$ cat src/rtl/screen_region_rmw_pkg.sv
// Shared graphics definitions for the screen-side read-modify-write stage:
// FSM state encoding and default screen/colour geometry.
package screen_region_rmw_pkg;

  localparam int DEFAULT_WIDTH        = 8;
  localparam int DEFAULT_COLOUR_WIDTH = 3;
  localparam int DEFAULT_SCREEN_W     = 160;
  localparam int DEFAULT_SCREEN_H     = 120;

  typedef enum logic [2:0] {
    S_IDLE  = 3'd0,
    S_READ  = 3'd1,
    S_WAIT  = 3'd2,
    S_WRITE = 3'd3,
    S_DONE  = 3'd4
  } rmw_state_e;

endpackage

$ cat src/rtl/screen_region_rmw_if.sv
// Rasteriser and framebuffer signals of the region RMW stage; slave = the stage itself,
// master = the rasteriser/framebuffer side. No backpressure: start/done is a four-phase handshake.
interface screen_region_rmw_if #(
  parameter int WIDTH        = 8,
  parameter int COLOUR_WIDTH = 3
);
  logic                    start;
  logic [WIDTH-1:0]        x_min;
  logic [WIDTH-1:0]        y_min;
  logic [WIDTH-1:0]        x_range;
  logic [WIDTH-1:0]        y_range;
  logic [COLOUR_WIDTH-1:0] new_colour;
  logic [WIDTH-1:0]        x;
  logic [WIDTH-1:0]        y;
  logic [COLOUR_WIDTH-1:0] old_colour;
  logic                    done;
  logic [WIDTH-1:0]        fb_rx;
  logic [WIDTH-1:0]        fb_ry;
  logic [COLOUR_WIDTH-1:0] fb_rdata;
  logic                    fb_we;
  logic [WIDTH-1:0]        fb_wx;
  logic [WIDTH-1:0]        fb_wy;
  logic [COLOUR_WIDTH-1:0] fb_wdata;

  modport slave (
    input  start, x_min, y_min, x_range, y_range, new_colour, fb_rdata,
    output x, y, old_colour, done, fb_rx, fb_ry, fb_we, fb_wx, fb_wy, fb_wdata
  );

  modport master (
    output start, x_min, y_min, x_range, y_range, new_colour, fb_rdata,
    input  x, y, old_colour, done, fb_rx, fb_ry, fb_we, fb_wx, fb_wy, fb_wdata
  );
endinterface

$ cat src/rtl/screen_region_rmw_region_stepper.sv
// Row-major walker over a latched bounding box; x/y move one pixel per step, last flags the final pixel.
// Coordinates are kept one bit wider than WIDTH so a box running off the coordinate space never wraps.
module region_stepper
  import screen_region_rmw_pkg::*;
#(
  parameter int WIDTH    = DEFAULT_WIDTH,
  parameter int SCREEN_W = DEFAULT_SCREEN_W,
  parameter int SCREEN_H = DEFAULT_SCREEN_H
) (
  input  logic             clock,
  input  logic             reset,
  input  logic             load,
  input  logic             step,
  input  logic [WIDTH-1:0] x_min,
  input  logic [WIDTH-1:0] y_min,
  input  logic [WIDTH-1:0] x_range,
  input  logic [WIDTH-1:0] y_range,
  output logic [WIDTH-1:0] x,
  output logic [WIDTH-1:0] y,
  output logic             last,
  output logic             visible
);

  localparam logic [WIDTH:0] SCREEN_W_L = (WIDTH+1)'(SCREEN_W);
  localparam logic [WIDTH:0] SCREEN_H_L = (WIDTH+1)'(SCREEN_H);

  logic [WIDTH:0] x_q;
  logic [WIDTH:0] y_q;
  logic [WIDTH:0] x_start_q;
  logic [WIDTH:0] x_end_q;
  logic [WIDTH:0] y_end_q;
  logic           row_end;

  assign row_end = (x_q == x_end_q);

  always_ff @(posedge clock) begin
    if (reset) begin
      x_q       <= '0;
      y_q       <= '0;
      x_start_q <= '0;
      x_end_q   <= '0;
      y_end_q   <= '0;
    end else if (load) begin
      x_q       <= {1'b0, x_min};
      y_q       <= {1'b0, y_min};
      x_start_q <= {1'b0, x_min};
      x_end_q   <= {1'b0, x_min} + {1'b0, x_range};
      y_end_q   <= {1'b0, y_min} + {1'b0, y_range};
    end else if (step) begin
      if (row_end) begin
        x_q <= x_start_q;
        y_q <= y_q + 1'b1;
      end else begin
        x_q <= x_q + 1'b1;
      end
    end
  end

  assign last    = row_end && (y_q == y_end_q);
  // Wide compare: columns past 2^WIDTH-1 are simply off-screen, never aliased onto x = 0.
  assign visible = (x_q < SCREEN_W_L) && (y_q < SCREEN_H_L);
  assign x       = x_q[WIDTH-1:0];
  assign y       = y_q[WIDTH-1:0];

endmodule

$ cat src/rtl/screen_region_rmw.sv
// Walks a latched box and read-modify-writes each on-screen pixel: 3 cycles per visible pixel, 1 per skipped one.
// No backpressure; framebuffer read is fixed 1-cycle latency, start/done is a four-phase level handshake.
module screen_region_rmw
  import screen_region_rmw_pkg::*;
#(
  parameter int WIDTH        = DEFAULT_WIDTH,
  parameter int COLOUR_WIDTH = DEFAULT_COLOUR_WIDTH,
  parameter int SCREEN_W     = DEFAULT_SCREEN_W,
  parameter int SCREEN_H     = DEFAULT_SCREEN_H
) (
  input  logic                clock,
  input  logic                reset,
  screen_region_rmw_if.slave  bus
);

  rmw_state_e              state_q;
  rmw_state_e              state_d;
  logic                    load;
  logic                    step;
  logic [WIDTH-1:0]        x_cur;
  logic [WIDTH-1:0]        y_cur;
  logic                    last;
  logic                    visible;
  logic [WIDTH-1:0]        rx_q;
  logic [WIDTH-1:0]        ry_q;
  logic                    we;
  logic                    done;
  logic [COLOUR_WIDTH-1:0] wdata;

  region_stepper #(
    .WIDTH    (WIDTH),
    .SCREEN_W (SCREEN_W),
    .SCREEN_H (SCREEN_H)
  ) u_stepper (
    .clock   (clock),
    .reset   (reset),
    .load    (load),
    .step    (step),
    .x_min   (bus.x_min),
    .y_min   (bus.y_min),
    .x_range (bus.x_range),
    .y_range (bus.y_range),
    .x       (x_cur),
    .y       (y_cur),
    .last    (last),
    .visible (visible)
  );

  always_ff @(posedge clock) begin
    if (reset) begin
      state_q <= S_IDLE;
    end else begin
      state_q <= state_d;
    end
  end

  // Read address is registered in S_READ so the synchronous RAM returns data in S_WRITE.
  always_ff @(posedge clock) begin
    if (reset) begin
      rx_q <= '0;
      ry_q <= '0;
    end else if (state_q == S_READ && visible) begin
      rx_q <= x_cur;
      ry_q <= y_cur;
    end
  end

  always_comb begin
    state_d = state_q;
    load    = 1'b0;
    step    = 1'b0;
    unique case (state_q)
      S_IDLE: begin
        if (bus.start) begin
          load    = 1'b1;
          state_d = S_READ;
        end
      end
      S_READ: begin
        if (visible) begin
          state_d = S_WAIT;
        end else begin
          step    = 1'b1;
          state_d = last ? S_DONE : S_READ;
        end
      end
      S_WAIT: begin
        state_d = S_WRITE;
      end
      S_WRITE: begin
        step    = 1'b1;
        state_d = last ? S_DONE : S_READ;
      end
      S_DONE: begin
        if (!bus.start) begin
          state_d = S_IDLE;
        end
      end
      default: begin
        state_d = S_IDLE;
      end
    endcase
  end

  always_comb begin
    we    = (state_q == S_WRITE);
    done  = (state_q == S_DONE);
    wdata = bus.new_colour;
  end

  assign bus.x          = x_cur;
  assign bus.y          = y_cur;
  assign bus.old_colour = bus.fb_rdata;
  assign bus.done       = done;
  assign bus.fb_rx      = rx_q;
  assign bus.fb_ry      = ry_q;
  assign bus.fb_we      = we;
  assign bus.fb_wx      = x_cur;
  assign bus.fb_wy      = y_cur;
  assign bus.fb_wdata   = wdata;

endmodule

$ cat src/flat_wrapper.sv
// flat-port wrapper written by rule: the top's interface ports become plain ports
module screen_region_rmw_flat import screen_region_rmw_pkg::*;
#(
  parameter int WIDTH        = DEFAULT_WIDTH,
  parameter int COLOUR_WIDTH = DEFAULT_COLOUR_WIDTH,
  parameter int SCREEN_W     = DEFAULT_SCREEN_W,
  parameter int SCREEN_H     = DEFAULT_SCREEN_H
)
  (clock, reset, bus_start, bus_x_min, bus_y_min, bus_x_range, bus_y_range, bus_new_colour, bus_fb_rdata, bus_x, bus_y, bus_old_colour, bus_done, bus_fb_rx, bus_fb_ry, bus_fb_we, bus_fb_wx, bus_fb_wy, bus_fb_wdata);
  screen_region_rmw_if #(.WIDTH(WIDTH), .COLOUR_WIDTH(COLOUR_WIDTH)) bus_i ();
  input  logic clock;
  input  logic reset;
  input wire logic [$bits(bus_i.start)-1:0] bus_start;
  input wire logic [$bits(bus_i.x_min)-1:0] bus_x_min;
  input wire logic [$bits(bus_i.y_min)-1:0] bus_y_min;
  input wire logic [$bits(bus_i.x_range)-1:0] bus_x_range;
  input wire logic [$bits(bus_i.y_range)-1:0] bus_y_range;
  input wire logic [$bits(bus_i.new_colour)-1:0] bus_new_colour;
  input wire logic [$bits(bus_i.fb_rdata)-1:0] bus_fb_rdata;
  output wire logic [$bits(bus_i.x)-1:0] bus_x;
  output wire logic [$bits(bus_i.y)-1:0] bus_y;
  output wire logic [$bits(bus_i.old_colour)-1:0] bus_old_colour;
  output wire logic [$bits(bus_i.done)-1:0] bus_done;
  output wire logic [$bits(bus_i.fb_rx)-1:0] bus_fb_rx;
  output wire logic [$bits(bus_i.fb_ry)-1:0] bus_fb_ry;
  output wire logic [$bits(bus_i.fb_we)-1:0] bus_fb_we;
  output wire logic [$bits(bus_i.fb_wx)-1:0] bus_fb_wx;
  output wire logic [$bits(bus_i.fb_wy)-1:0] bus_fb_wy;
  output wire logic [$bits(bus_i.fb_wdata)-1:0] bus_fb_wdata;
  assign bus_i.start = bus_start;
  assign bus_i.x_min = bus_x_min;
  assign bus_i.y_min = bus_y_min;
  assign bus_i.x_range = bus_x_range;
  assign bus_i.y_range = bus_y_range;
  assign bus_i.new_colour = bus_new_colour;
  assign bus_i.fb_rdata = bus_fb_rdata;
  assign bus_x = bus_i.x;
  assign bus_y = bus_i.y;
  assign bus_old_colour = bus_i.old_colour;
  assign bus_done = bus_i.done;
  assign bus_fb_rx = bus_i.fb_rx;
  assign bus_fb_ry = bus_i.fb_ry;
  assign bus_fb_we = bus_i.fb_we;
  assign bus_fb_wx = bus_i.fb_wx;
  assign bus_fb_wy = bus_i.fb_wy;
  assign bus_fb_wdata = bus_i.fb_wdata;
  screen_region_rmw #(.WIDTH(WIDTH), .COLOUR_WIDTH(COLOUR_WIDTH), .SCREEN_W(SCREEN_W), .SCREEN_H(SCREEN_H)) u_core (.clock(clock), .reset(reset), .bus(bus_i));
endmodule
$ cat config.mk
export PLATFORM = sky130hd
export DESIGN_NAME = screen_region_rmw_flat
export DESIGN_NICKNAME = d
export VERILOG_FILES = /design/src/rtl/screen_region_rmw_pkg.sv /design/src/rtl/screen_region_rmw_if.sv /design/src/rtl/screen_region_rmw_region_stepper.sv /design/src/rtl/screen_region_rmw.sv /design/src/flat_wrapper.sv
export SDC_FILE = /design/constraint.sdc
export NUM_CORES = 1
export LEC_CHECK = 0
export ABC_AREA = 1
export CORE_MARGIN = 4
export CORE_UTILIZATION = 40
export CTS_CLUSTER_DIAMETER = 60
export DETAILED_ROUTE_END_ITERATION = 12
export HOLD_SLACK_MARGIN = 0.15
export PLACE_DENSITY_LB_ADDON = 0.05
export SYNTH_ARGS = -nofsm -noshare
export SYNTH_HDL_FRONTEND = slang
export SYNTH_HIERARCHICAL = 1
export SYNTH_SLANG_ARGS = --single-unit
$ cat constraint.sdc
create_clock -name clock -period 6.15 [get_ports clock]
set_clock_uncertainty 0.15 [all_clocks]
set_input_delay 1.23 -clock clock [delete_from_list [all_inputs] [get_ports clock]]
set_output_delay 1.23 -clock clock [all_outputs]
set_load 0.02 [all_outputs]
Word level (Yosys, flattened, before mapping). Cells that the tools add are included.

Input port bits: 41. Bits in registers: 63. Output and inout port bits: 56.

Multiplexer cells: 15. Add/subtract/negate cells: 4. Equal/unequal tests: 8. $lt $le $gt $ge: 2. Reduce and logical (&&, ||, !) cells: 10.

Operator list (count): 8-bit 2-to-1 mux (5); 8-bit by 8-bit adder with 9-bit output (2); 9-bit by 1-bit adder with 9-bit output (second input constant) (2); 9-bit equality test (2); 3-bit one-hot mux with 5 select lines (1); 3-bit 2-to-1 mux (4); 9-bit by 7-bit < comparator with 1-bit output (second input constant) (1); 9-bit by 8-bit < comparator with 1-bit output (second input constant) (1); 9-bit 2-to-1 mux (1); 3-bit by 2-bit equality test with 1-bit output (second input constant) (2); 2-bit AND reduction (3); 2-bit inequality test (second input constant) (2); 2-bit nonzero test (2); 3-bit by 1-bit equality test with 1-bit output (second input constant) (1); 3-bit equality test (second input constant) (1); 1-bit logical AND (3); 3-bit zero test (1); 1-bit 2-to-1 mux (3); 1-bit one-hot mux with 2 select lines (1); 2-bit OR reduction (1).

Longest topological paths before layout.
Word-level depth: 6. Gate-level depth with buffers: 13. Gate-level depth less buffers: 12.

By module. The synthesis kept the hierarchy.

Modules (own cells, without submodules): region_stepper (area an instance 3095.5 µm², times used 1, cells each 434, seq. area each 880.8 µm²); screen_region_rmw (area an instance 1038.5 µm², times used 1, cells each 137, seq. area each 380.4 µm²).

Least setup slack after synthesis. No wires, ideal clock.

Path kind: in2reg. Start point: input port bus_start. End point: register u_core.u_stepper.x_start_q[0]. Cell stages on the path: 6. Data required time: 5.865 ns. Slack: 3.298 ns. Data arrival time: 2.566 ns. Setup time: 0.135 ns. Buffers on the path: 1. Path through: inv_1 > nor4_1 > nor2_4 > inv_1 > clkbuf_1 > o22ai_1.

Longest elaborated chain between the ends: 2.

Ends and longest elaborated chain: start: declaration (line flat_wrapper.sv:13) `input wire logic [$bits(bus_i.start)-1:0] bus_start;`; 1-bit 2-to-1 mux (line screen_region_rmw.sv:74) `if (bus.start) begin`; 1-bit 2-to-1 mux (line screen_region_rmw.sv:72) `unique case (state_q)`; net u_core.load (line screen_region_rmw.sv:18) `logic load;`; end signal: assignment (line screen_region_rmw_region_stepper.sv:46) `x_start_q <= {1'b0, x_min};`; end: declaration (line screen_region_rmw_region_stepper.sv:29) `logic [WIDTH:0] x_start_q;`.

The timed path passes the listed nets, and every way through them passes these cells. A chain may end at the register's enable or synchronous reset.

Final worst setup path.
Start point: input port bus_start. End point: register u_core.u_stepper.y_end_q[3].

Longest elaborated chain between the ends: 2.

Ends and longest elaborated chain: 1-bit 2-to-1 mux (line screen_region_rmw.sv:74); 1-bit 2-to-1 mux (line screen_region_rmw.sv:72); net u_core.load (line screen_region_rmw.sv:18); end signal: assignment (line screen_region_rmw_region_stepper.sv:48) `y_end_q <= {1'b0, y_min} + {1'b0, y_range};`; end: declaration (line screen_region_rmw_region_stepper.sv:31) `logic [WIDTH:0] y_end_q;`.

The timed path passes the listed nets, and every way through them passes these cells.

==> results.yml <==
sta:
  rsz0062_at_grt: "no"
  worst_pin_slew_ps: 805
  fmax_mhz: 303
  layout_min_cycle_time_ps: 3300
  hold_viol_final: 0
  maxSlewHeadroom_pct: 46.1
  finalSetupTns_ps: 0
  drv_slew: 0
  finalSetupViolCount: 0
  post-route-period-util_pct: 53.6
cts:
  cts_tree: "built"
  cts_buffer_depth: 2
  cts.clk_slew.worst_paths_ps: 60
  cts-resized-gates: 0
  clk_latency_ps: 330
  cts_buffers: 9
  cts-root-buf: "clkbuf_8"
  cts_setup_buffers: 0
  ctsHoldBuffers: 0
  h-tree-depth: 3
  cts_num_sinks: 63
placement:
  placed_cell_area_um2: 4790
  hpwl_um: 7810
  dp.cells: 738
  place_congestion: 0.879
  port-buffer-count: 84
layout:
  fillerInstances: 1039
  final_cells: 754
  syn2layout_area_growth_pct: 20.6
  fin_area_um2: 4980
  diodes: 0
  drive_above_1_share_pct: 8.70
  mostFrequentLayoutCells: "109 x nand2_1, 84 x clkdlybuf4s50_1, 63 x dfxtp_1"
  final_common_cell: "nand2_1"
  nNetsFinal: 677
logic_synthesis:
  synthCells: 571
  netlist_area_um2: 4130
  synth_edf_count: 0
  yosys_warnings: 6
  synth_ff_type: "dfxtp_1"
  syn-num-nets: 632
  yosysUniqueCellTypes: 40
  synth_area_per_cell_um2: 7.24
  yosysSeqAreaShare_pct: 30.5
  async_flop_share_pct: 0
  synth_seq_cells: 63
global_routing:
  grt_pass1_wl_um: 16700
  grt_pass1_vias: 3497
  antenna_found_initial: 0
  grt_overflow: 0
  gr-usage-all-layers_pct: 17.5
  grt_max_degree: 32
hold_path:
  hold_class: "flip-flop to flip-flop"
floorplan:
  io_pins: 97
  core_area_um2: 9910
  dieArea_um2: 12000
  dieHeight_um: 110
  start_util_pct: 41.7
  num_rows: 36
  chipWidth_um: 110
detailed_routing:
  drt_iter0_markers: 190
  remaining_drc_errors: 0
  via_per_inst: 4.95
  postRouteAntennaNets: 0
  vias: 3735
  first_pass_iters: 5
  drt-total-wl_um: 10200
  routedWlPerCell_um: 13.5
worst_setup_path:
  start_kind: "input port"
  cp_data_arrival_time_ps: 3400
  critPathMaxFanout: 17
  crit_required_ps: 6250
  cp-end-kind: "flip-flop"
  crit_type: "input port to flip-flop"
pwr:
  p_leak_nw: 2.06
  power.density_nw_per_um2: 253
  ir_drop_mv: 0.137
run:
  max-cap-violations: 0
run_status:
  status: "completed"
==> cell families (layout without fill, tap and decap cells) <==
| group | after synthesis | after routing | synth area share [%] |
|---|---|---|---|
| buffers and inverters | 107 | 157 | 13.9 |
| XOR/XNOR | 20 | 20 | 4.42 |
| flip-flops | 63 | 63 | 30.5 |
| AO/OA/AOI/OAI | 87 | 87 | 12.3 |
| adder cells (fa/ha/maj) | 20 | 20 | 6.42 |
| AND/OR/NAND/NOR | 274 | 274 | 32.5 |
==> power by group <==
part,leakage (nW),internal [mW],switching (mW)
combinational,1.44,0.175,0.239
clock,0.100,0.197,0.154
sequential,0.518,0.450,0.0435
==> state kept, by name (all words and copies together) (netlist names) <==
name,flops
u_core/bus.fb_rx,8
u_core/bus.fb_ry,8
u_core/state_q,3
u_core/u_stepper/x_end_q,9
u_core/u_stepper/x_q,9
u_core/u_stepper/x_start_q,8
u_core/u_stepper/y_end_q,9
u_core/u_stepper/y_q,9
==> area by class of cell <==
class,count,area (µm²),share of cell area [%]
Multi-Input combinational cell,401,2300,46.2
Sequential cell,63,1260,25.3
Timing Repair Buffer,86,856,17.2
Inverter,55,206,4.14
Tap cell,133,166,3.34
Clock buffer,12,145,2.91
Clock inverter,4,45.0,0.904
==> per-layer routing <==
metal	vias to the layer above	track usage, %	share of wire (%)
met5	-	0	0
met4	0	4.10	0.86
met3	6	3.41	6.1
met2	115	28.2	44
met1	1680	24.2	49
li1	1934	-	-
==> synthesized netlist by cell type, drive strengths merged (10+ instances only) <==
master | number | area share (%)
o21ai | 27 | 3.3
buf | 47 | 8.5
a21oi | 35 | 4.7
inv | 55 | 5.0
nand3 | 54 | 7.7
xnor2 | 10 | 2.3
nand2 | 117 | 11
nand3b | 16 | 2.9
xor2 | 10 | 2.1
dfxtp | 63 | 31
ha | 18 | 5.4
nor2 | 67 | 7.5
==> path summary, 6_finish.rpt <==
check / startpoint / end / slack, ps / cells past startpoint
max: bus_start / u_core/u_stepper/y_end_q[3] / 2850 / 9
min: u_core/u_stepper/x_end_q[6] / u_core/u_stepper/x_end_q[6] / 320 / 2
max reg2reg: u_core/u_stepper/y_q[7] / u_core/u_stepper/x_q[6] / 3240 / 10
min reg2reg: u_core/u_stepper/x_end_q[6] / u_core/u_stepper/x_end_q[6] / 320 / 2
==> stage by stage <==
| stage | total power, mW | util (%) | worst slack (ps) | hold WS (ps) |
|---|---|---|---|---|
| floorplan | 0.804 | - | 3300 | 292 |
| global placement | 0.915 | 48.4 | 2610 | 308 |
| detailed placement | 0.919 | 48.4 | 2590 | 314 |
| CTS | 1.27 | 50.3 | 2860 | 325 |
| global route | 1.35 | 50.3 | 2660 | 344 |
| finish | 1.26 | 50.3 | 2850 | 319 |
==> worst max-delay path, cell delays in order <==
cell and delay [ps]:
clkdlybuf4s50_1 490, inv_1 70, nor4_2 240, inv_2 230
nor2_1 670, inv_2 130, a21oi_1 150, o21ai_0 100
o21ai_1 80
No activity file was read; power rests on OpenSTA's default activity.
